--- config.mk ---
export PLATFORM = sky130hd
export DESIGN_NAME = vs_fp_dot_acc
export DESIGN_NICKNAME = d
export VERILOG_FILES = /design/src/rtl/vs_fp_pkg.sv /design/src/rtl/vs_fp_sadd64.sv /design/src/rtl/vs_fp_dot_acc.sv
export SDC_FILE = /design/constraint.sdc
export NUM_CORES = 2
export LEC_CHECK = 0
export BUFFER_PORTS_ARGS = -buffer_cell sky130_fd_sc_hd__buf_2
export CORE_ASPECT_RATIO = 1.2
export CORE_MARGIN = 2
export CORE_UTILIZATION = 45
export CTS_BUF_LIST = sky130_fd_sc_hd__clkbuf_8
export DETAILED_ROUTE_END_ITERATION = 7
export MAX_ROUTING_LAYER = met4
export SYNTH_ARGS = -nofsm -noshare
export SYNTH_HDL_FRONTEND = slang
export SYNTH_SLANG_ARGS = --single-unit
--- constraint.sdc ---
create_clock -name clock -period 4.8 [get_ports clock]
set_clock_uncertainty 0.2 [all_clocks]
set_input_delay 1.2 -clock clock [delete_from_list [all_inputs] [get_ports clock]]
set_output_delay 1.2 -clock clock [all_outputs]
set_load 0.01 [all_outputs]
--- src/rtl/vs_fp_pkg.sv ---
// Shared types and constants for the fixed-point dot-product datapath.
// Latency: n/a (types and constants only).
// Backpressure: n/a.
`timescale 1ns/1ps
package vs_fp_pkg;

    typedef logic signed [31:0] fp_32_t;
    typedef logic signed [63:0] fp_64_t;

    // Symmetric ranges: the most negative code is never produced, so negation is always safe.
    localparam fp_32_t FP32_MAX = 32'sh7FFF_FFFF;
    localparam fp_32_t FP32_MIN = 32'sh8000_0001;
    localparam fp_64_t FP64_MAX = 64'sh7FFF_FFFF_FFFF_FFFF;
    localparam fp_64_t FP64_MIN = 64'sh8000_0000_0000_0001;

    typedef enum logic [1:0] {
        ACCUM = 2'd0,
        FLUSH = 2'd1,
        HOLD  = 2'd2
    } state_e;

endpackage

--- src/rtl/vs_fp_sadd64.sv ---
// 64-bit signed saturating adder, clamps to [FP64_MIN, FP64_MAX].
// Latency: combinational.
// Backpressure: n/a.
// Ports: a_i, b_i operands; sum_o clamped sum; sat_o high when clamping occurred.
`timescale 1ns/1ps
module vs_fp_sadd64
    import vs_fp_pkg::*;
(
    input  logic [63:0] a_i,
    input  logic [63:0] b_i,
    output logic [63:0] sum_o,
    output logic        sat_o
);

    localparam logic signed [64:0] MAX_W = {1'b0, FP64_MAX};
    localparam logic signed [64:0] MIN_W = {1'b1, FP64_MIN};

    logic signed [64:0] wide;

    // One guard bit is enough to hold any sum of two 64-bit values exactly.
    assign wide = {a_i[63], a_i} + {b_i[63], b_i};

    always_comb begin
        sum_o = wide[63:0];
        sat_o = 1'b0;
        if (wide > MAX_W) begin
            sum_o = FP64_MAX;
            sat_o = 1'b1;
        end else if (wide < MIN_W) begin
            sum_o = FP64_MIN;
            sat_o = 1'b1;
        end
    end

endmodule

--- src/rtl/vs_fp_dot_acc.sv ---
// Streaming Q-format dot-product accumulator: multiply pairs, saturating-accumulate, emit acc>>>Q clamped.
// Latency: last element accepted at edge t -> out_valid at edge t+2.
// Backpressure: in_ready drops after the last element until the result handshake completes.
// Ports: clock/reset_n; in_valid/in_ready/a_in/b_in/in_last input stream;
//        out_valid/out_ready/result/term_count/sat result stream.
`timescale 1ns/1ps
module vs_fp_dot_acc
    import vs_fp_pkg::*;
#(
    parameter int Q     = 15,
    parameter int CNT_W = 16
) (
    input  logic             clock,
    input  logic             reset_n,
    input  logic             in_valid,
    output logic             in_ready,
    input  logic [31:0]      a_in,
    input  logic [31:0]      b_in,
    input  logic             in_last,
    output logic             out_valid,
    input  logic             out_ready,
    output logic [31:0]      result,
    output logic [CNT_W-1:0] term_count,
    output logic             sat
);

    localparam logic [CNT_W-1:0] CNT_MAX = '1;

    state_e           state_q, state_d;
    logic             in_ready_q, in_ready_d;
    logic             out_valid_q, out_valid_d;
    logic             p1_vld_q, p1_last_q, p2_last_q;
    fp_64_t           p1_prod_q, acc_q;
    logic             sat_acc_q;
    logic [CNT_W-1:0] cnt_q;
    fp_32_t           result_q;
    logic [CNT_W-1:0] term_count_q;
    logic             sat_q;

    logic             accept, flush_done;
    fp_32_t           a_s, b_s;
    fp_64_t           prod, acc_sum, acc_sh;
    logic             acc_sat;
    fp_32_t           fin_res;
    logic             fin_clamp;

    assign accept = in_valid && in_ready_q;
    assign a_s    = a_in;
    assign b_s    = b_in;
    assign prod   = fp_64_t'(a_s) * fp_64_t'(b_s);

    vs_fp_sadd64 u_sadd (
        .a_i   (acc_q),
        .b_i   (p1_prod_q),
        .sum_o (acc_sum),
        .sat_o (acc_sat)
    );

    // acc_q already holds the last product once p2_last_q is set; shift floors toward -inf.
    assign acc_sh     = acc_q >>> Q;
    assign flush_done = (state_q == FLUSH) && p2_last_q;

    always_comb begin
        fin_res   = acc_sh[31:0];
        fin_clamp = 1'b0;
        if (acc_sh > fp_64_t'(FP32_MAX)) begin
            fin_res   = FP32_MAX;
            fin_clamp = 1'b1;
        end else if (acc_sh < fp_64_t'(FP32_MIN)) begin
            fin_res   = FP32_MIN;
            fin_clamp = 1'b1;
        end
    end

    always_comb begin
        state_d     = state_q;
        in_ready_d  = in_ready_q;
        out_valid_d = out_valid_q;
        case (state_q)
            ACCUM: begin
                in_ready_d = 1'b1;
                if (accept && in_last) begin
                    state_d    = FLUSH;
                    in_ready_d = 1'b0;
                end
            end
            FLUSH: begin
                in_ready_d = 1'b0;
                if (p2_last_q) begin
                    state_d     = HOLD;
                    out_valid_d = 1'b1;
                end
            end
            HOLD: begin
                in_ready_d  = 1'b0;
                out_valid_d = 1'b1;
                if (out_valid_q && out_ready) begin
                    state_d     = ACCUM;
                    out_valid_d = 1'b0;
                    in_ready_d  = 1'b1;
                end
            end
            default: begin
                state_d     = ACCUM;
                in_ready_d  = 1'b0;
                out_valid_d = 1'b0;
            end
        endcase
    end

    always_ff @(posedge clock or negedge reset_n) begin
        if (!reset_n) begin
            state_q      <= ACCUM;
            in_ready_q   <= 1'b0;
            out_valid_q  <= 1'b0;
            p1_vld_q     <= 1'b0;
            p1_last_q    <= 1'b0;
            p1_prod_q    <= '0;
            p2_last_q    <= 1'b0;
            acc_q        <= '0;
            sat_acc_q    <= 1'b0;
            cnt_q        <= '0;
            result_q     <= '0;
            term_count_q <= '0;
            sat_q        <= 1'b0;
        end else begin
            state_q     <= state_d;
            in_ready_q  <= in_ready_d;
            out_valid_q <= out_valid_d;

            // P1: product register
            p1_vld_q  <= accept;
            p1_last_q <= accept && in_last;
            if (accept) begin
                p1_prod_q <= prod;
            end

            // P2: accumulate; flush clears the running state in the same edge it is consumed
            p2_last_q <= p1_vld_q && p1_last_q;
            if (flush_done) begin
                acc_q     <= '0;
                sat_acc_q <= 1'b0;
                cnt_q     <= '0;
            end else begin
                if (p1_vld_q) begin
                    acc_q     <= acc_sum;
                    sat_acc_q <= sat_acc_q | acc_sat;
                end
                if (accept && (cnt_q != CNT_MAX)) begin
                    cnt_q <= cnt_q + 1'b1;
                end
            end

            if (flush_done) begin
                result_q     <= fin_res;
                term_count_q <= cnt_q;
                sat_q        <= sat_acc_q | fin_clamp;
            end
        end
    end

    assign in_ready   = in_ready_q;
    assign out_valid  = out_valid_q;
    assign result     = result_q;
    assign term_count = term_count_q;
    assign sat        = sat_q;

endmodule

==> metrics <==
maximum fanout along the worst path 5; drt pass-1 iters 7; Worst R2R Path Depth 16; Longest Clk Path Bufs 3; initial antenna violation count 1; GRT Resource Usage Total a little over a quarter; GRT overflow 0; PortBufs approximately 120; CTS tree yes; Chip Width 306 µm; RSZ-0062 raised after global routing yes; max cap viols 0; clock latency on the worst-skew pair 550 ps; CP Data Required Time 4990 ps; min cycle time layout 8180 ps; H-tree levels 2; Core Footprint 108000 µm²; Detailed Route WL 145000 µm; number of DRC markers in iteration 0 2117; status finished with violations; hold depth 2; FF-to-FF setup slack -560 ps; mapped cell area 49100 µm²; syn avg cell area between 9 and 10 µm²; Total Nets Final 7541; GPL Wtd Cong 0.942; first-pass GRT wire length ~240000 µm; Fillers 9796; Relative slew margins 23.0%; Max Fclk 0.122 GHz; via count ~39000; final worst path period share 170%; WL/cell 19.2 µm; reg2reg start p1_prod_q[11]; Most used DFF post-synth dfrtp_1; worst hold slack 264 ps; HPWL after detailed placement 123000 µm; FFs w/ async S/R, synth 100%; area grow syn2layout 23.9%; hold buffer count at CTS 0; Ys Warns 0; crit path DAT 8370 ps; die area 112000 µm²; number of synthesized flops with an enable pin 0; Synth area leader fa_1; chip height 366 µm; post-synth top area share 44.2%; reg2reg end acc_q[31]; ANT nets after route 0; Core Rows 132; worst hold path class reg -> reg; clock slew at reported path FFs about 60 ps; # DRC 0; hold path start term_count[2]; sequential-to-total area share from yosys stat 10.2%; clock sinks between 200 and 250; Setup WS post-layout -3380 ps; Worst Hold Endpoint term_count[2]; cells after synthesis 5447; Root Driver clkbuf_8; CP Capture Type flop; fin. max-slew vios 0; largest net degree at the start of global routing 93; Synth cell types 79; Initial Util 45.4%; Hold Fails Final Rpt 0; vias in the first global route 42900; CTS buffer count 34; Avg Vias per Cell 5.19; startpoint types primary input; fraction of layout cells with a size suffix above 1 between 20% and 30%; setup violators final 112; post-synthesis register bit count 201; violated checks setup timing; Worst-Margin Slew 1160 ps; post-synthesis net count 6852; Boundary Pins between 100 and 150; critical path class in -> reg; dominant cells by area after synthesis fa_1 44%, dfrtp_1 10%, inv_1 7.7%, and2_1 6.5%, ha_1 6.4%
## cell type report
| class | instances | area, µm² | area share, % |
|---|---|---|---|
| Antenna cell | 2 | 5.00 | 0.00823 |
| Clock buffer | 41 | 564 | 0.928 |
| Clock inverter | 17 | 155 | 0.255 |
| Inverter | 1009 | 3790 | 6.24 |
| Multi-Input combinational cell | 3947 | 41100 | 67.6 |
| Sequential cell | 201 | 5030 | 8.27 |
| Tap cell | 1407 | 1760 | 2.90 |
| Timing Repair Buffer | 943 | 8410 | 13.8 |
## synth_stat cells, types with 10 or more instances
| library cell | number |
|---|---|
| fa_1 | 1083 |
| inv_1 | 1008 |
| nand2_1 | 794 |
| and2_1 | 511 |
| clkbuf_1 | 281 |
| ha_1 | 253 |
| nor2_1 | 227 |
| dfrtp_1 | 201 |
| a21oi_1 | 195 |
| o21ai_0 | 184 |
| a21o_1 | 75 |
| xnor2_1 | 72 |
| xor2_1 | 61 |
| nand4_1 | 48 |
| o21ai_2 | 40 |
| nand3_1 | 36 |
| a31oi_1 | 33 |
| nor3_1 | 28 |
| nand2b_1 | 22 |
| nor2b_1 | 21 |
| nor4_1 | 21 |
| o211ai_1 | 20 |
| o21bai_1 | 19 |
| a211oi_1 | 18 |
| and3_1 | 14 |
| o21a_1 | 12 |
| or3_1 | 11 |
| or4_1 | 10 |
## state kept, by name, summed over array words and instances (netlist names)
| name | flops |
|---|---|
| sat_acc_q | 1 |
| sat | 1 |
| cnt_q | 16 |
| p1_prod_q | 64 |
| p1_last_q | 1 |
| p1_vld_q | 1 |
| result | 32 |
| term_count | 16 |
| acc_q | 64 |
| p2_last_q | 1 |
| out_valid | 1 |
| state_q | 2 |
| in_ready | 1 |
## through the flow
| stage | instances | cell area, µm² | setup WS (ps) | setup TNS (ps) | utilization, % |
|---|---|---|---|---|---|
| 5_1_grt | 7566 | 60800 | -3570 | -192210 | 56.3 |
| 2_1_floorplan | 5447 | 50400 | -3600 | -149480 | - |
| 3_3_place_gp | 7434 | 57400 | -4120 | -231360 | 53.1 |
| 4_1_cts | 7536 | 59500 | -3240 | -178720 | 55.1 |
| 3_5_place_dp | 7434 | 57400 | -4150 | -234430 | 53.1 |
| 6_report | 7567 | 60800 | -3380 | -175020 | 56.3 |
## per-layer routing
layer	track usage [%]	routed length, µm	vias up
met5	-	0	-
met1	37.3	65000	20100
met4	6.44	3770	0
li1	-	-	18000
met3	2.86	7340	220
met2	44.2	69100	994
## worst max-delay path, cell delays in order
cell and delay, ps:
buf_6 120, buf_6 130, nand2_2 70, fa_1 590, fa_1 450, fa_1 560, fa_1 600, inv_2 50
fa_1 500, fa_1 560, fa_1 460, fa_1 600, ha_4 220, buf_4 140, a21oi_2 140, o21ai_1 90
o21ai_1 120, o211ai_1 200, buf_4 210, a21o_1 180, a21o_1 190, a21o_1 180, a21o_1 200, a21o_1 190
a21oi_2 140, xor2_1 210, o21ai_1 80
## timing repair
| item | CTS | global route |
|---|---|---|
| setup buffers | 38 | 28 |
| setup endpoints to repair | 113 | 113 |
| hold endpoints to repair | 0 | 0 |
| pin swaps | 120 | 82 |
| cloned | 6 | 6 |
| resized for setup | 248 | 214 |
## worst max path at each step
stage	startpoint	end	slack, ps	cells after the start
2_1_floorplan	b_in[6]	p1_prod_q[61]	-3600	31
3_3_place_gp	b_in[9]	p1_prod_q[59]	-4120	31
3_5_place_dp	b_in[9]	p1_prod_q[59]	-4150	31
4_1_cts	b_in[5]	p1_prod_q[61]	-3240	29
5_1_grt	a_in[21]	p1_prod_q[31]	-3570	27
6_report	a_in[21]	p1_prod_q[31]	-3380	27
## cell usage in the layout (no fill, tap or decap), types with 21 or more instances in the layout
master,n
fa_1,1012
inv_1,989
nand2_1,766
buf_4,711
and2_1,486
nor2_1,219
dfrtp_1,200
ha_1,198
a21oi_1,156
o21ai_0,99
a21o_1,75
fa_2,71
buf_6,70
buf_12,67
buf_2,64
o21ai_1,62
o21ai_2,61
xnor2_1,58
xor2_1,58
ha_4,51
nand4_1,48
clkbuf_8,42
nand3_1,32
a21oi_2,30
inv_2,27
and2_4,25
nor3_1,24
a31oi_1,21
## kinds of logic (layout without fill, tap and decap cells)
kind of cell / Yosys count / in the layout / share of synthesized area, %
and+or+nand+nor: 1773 / 1773 / 17.5
xor gates and xnor gates: 133 / 133 / 2.37
buffers and inverters: 1299 / 2010 / 10.1
AOI/OAI and AO/OA: 689 / 689 / 8.88
muxes: 14 / 14 / 0.308
other: 0 / 2 / 0
adders and majority gates: 1338 / 1338 / 50.7
DFF: 201 / 201 / 10.2
Power is left out: the tool's default activity adds up to more than one toggle a clock period on the data nets, which glitch-free logic cannot reach.
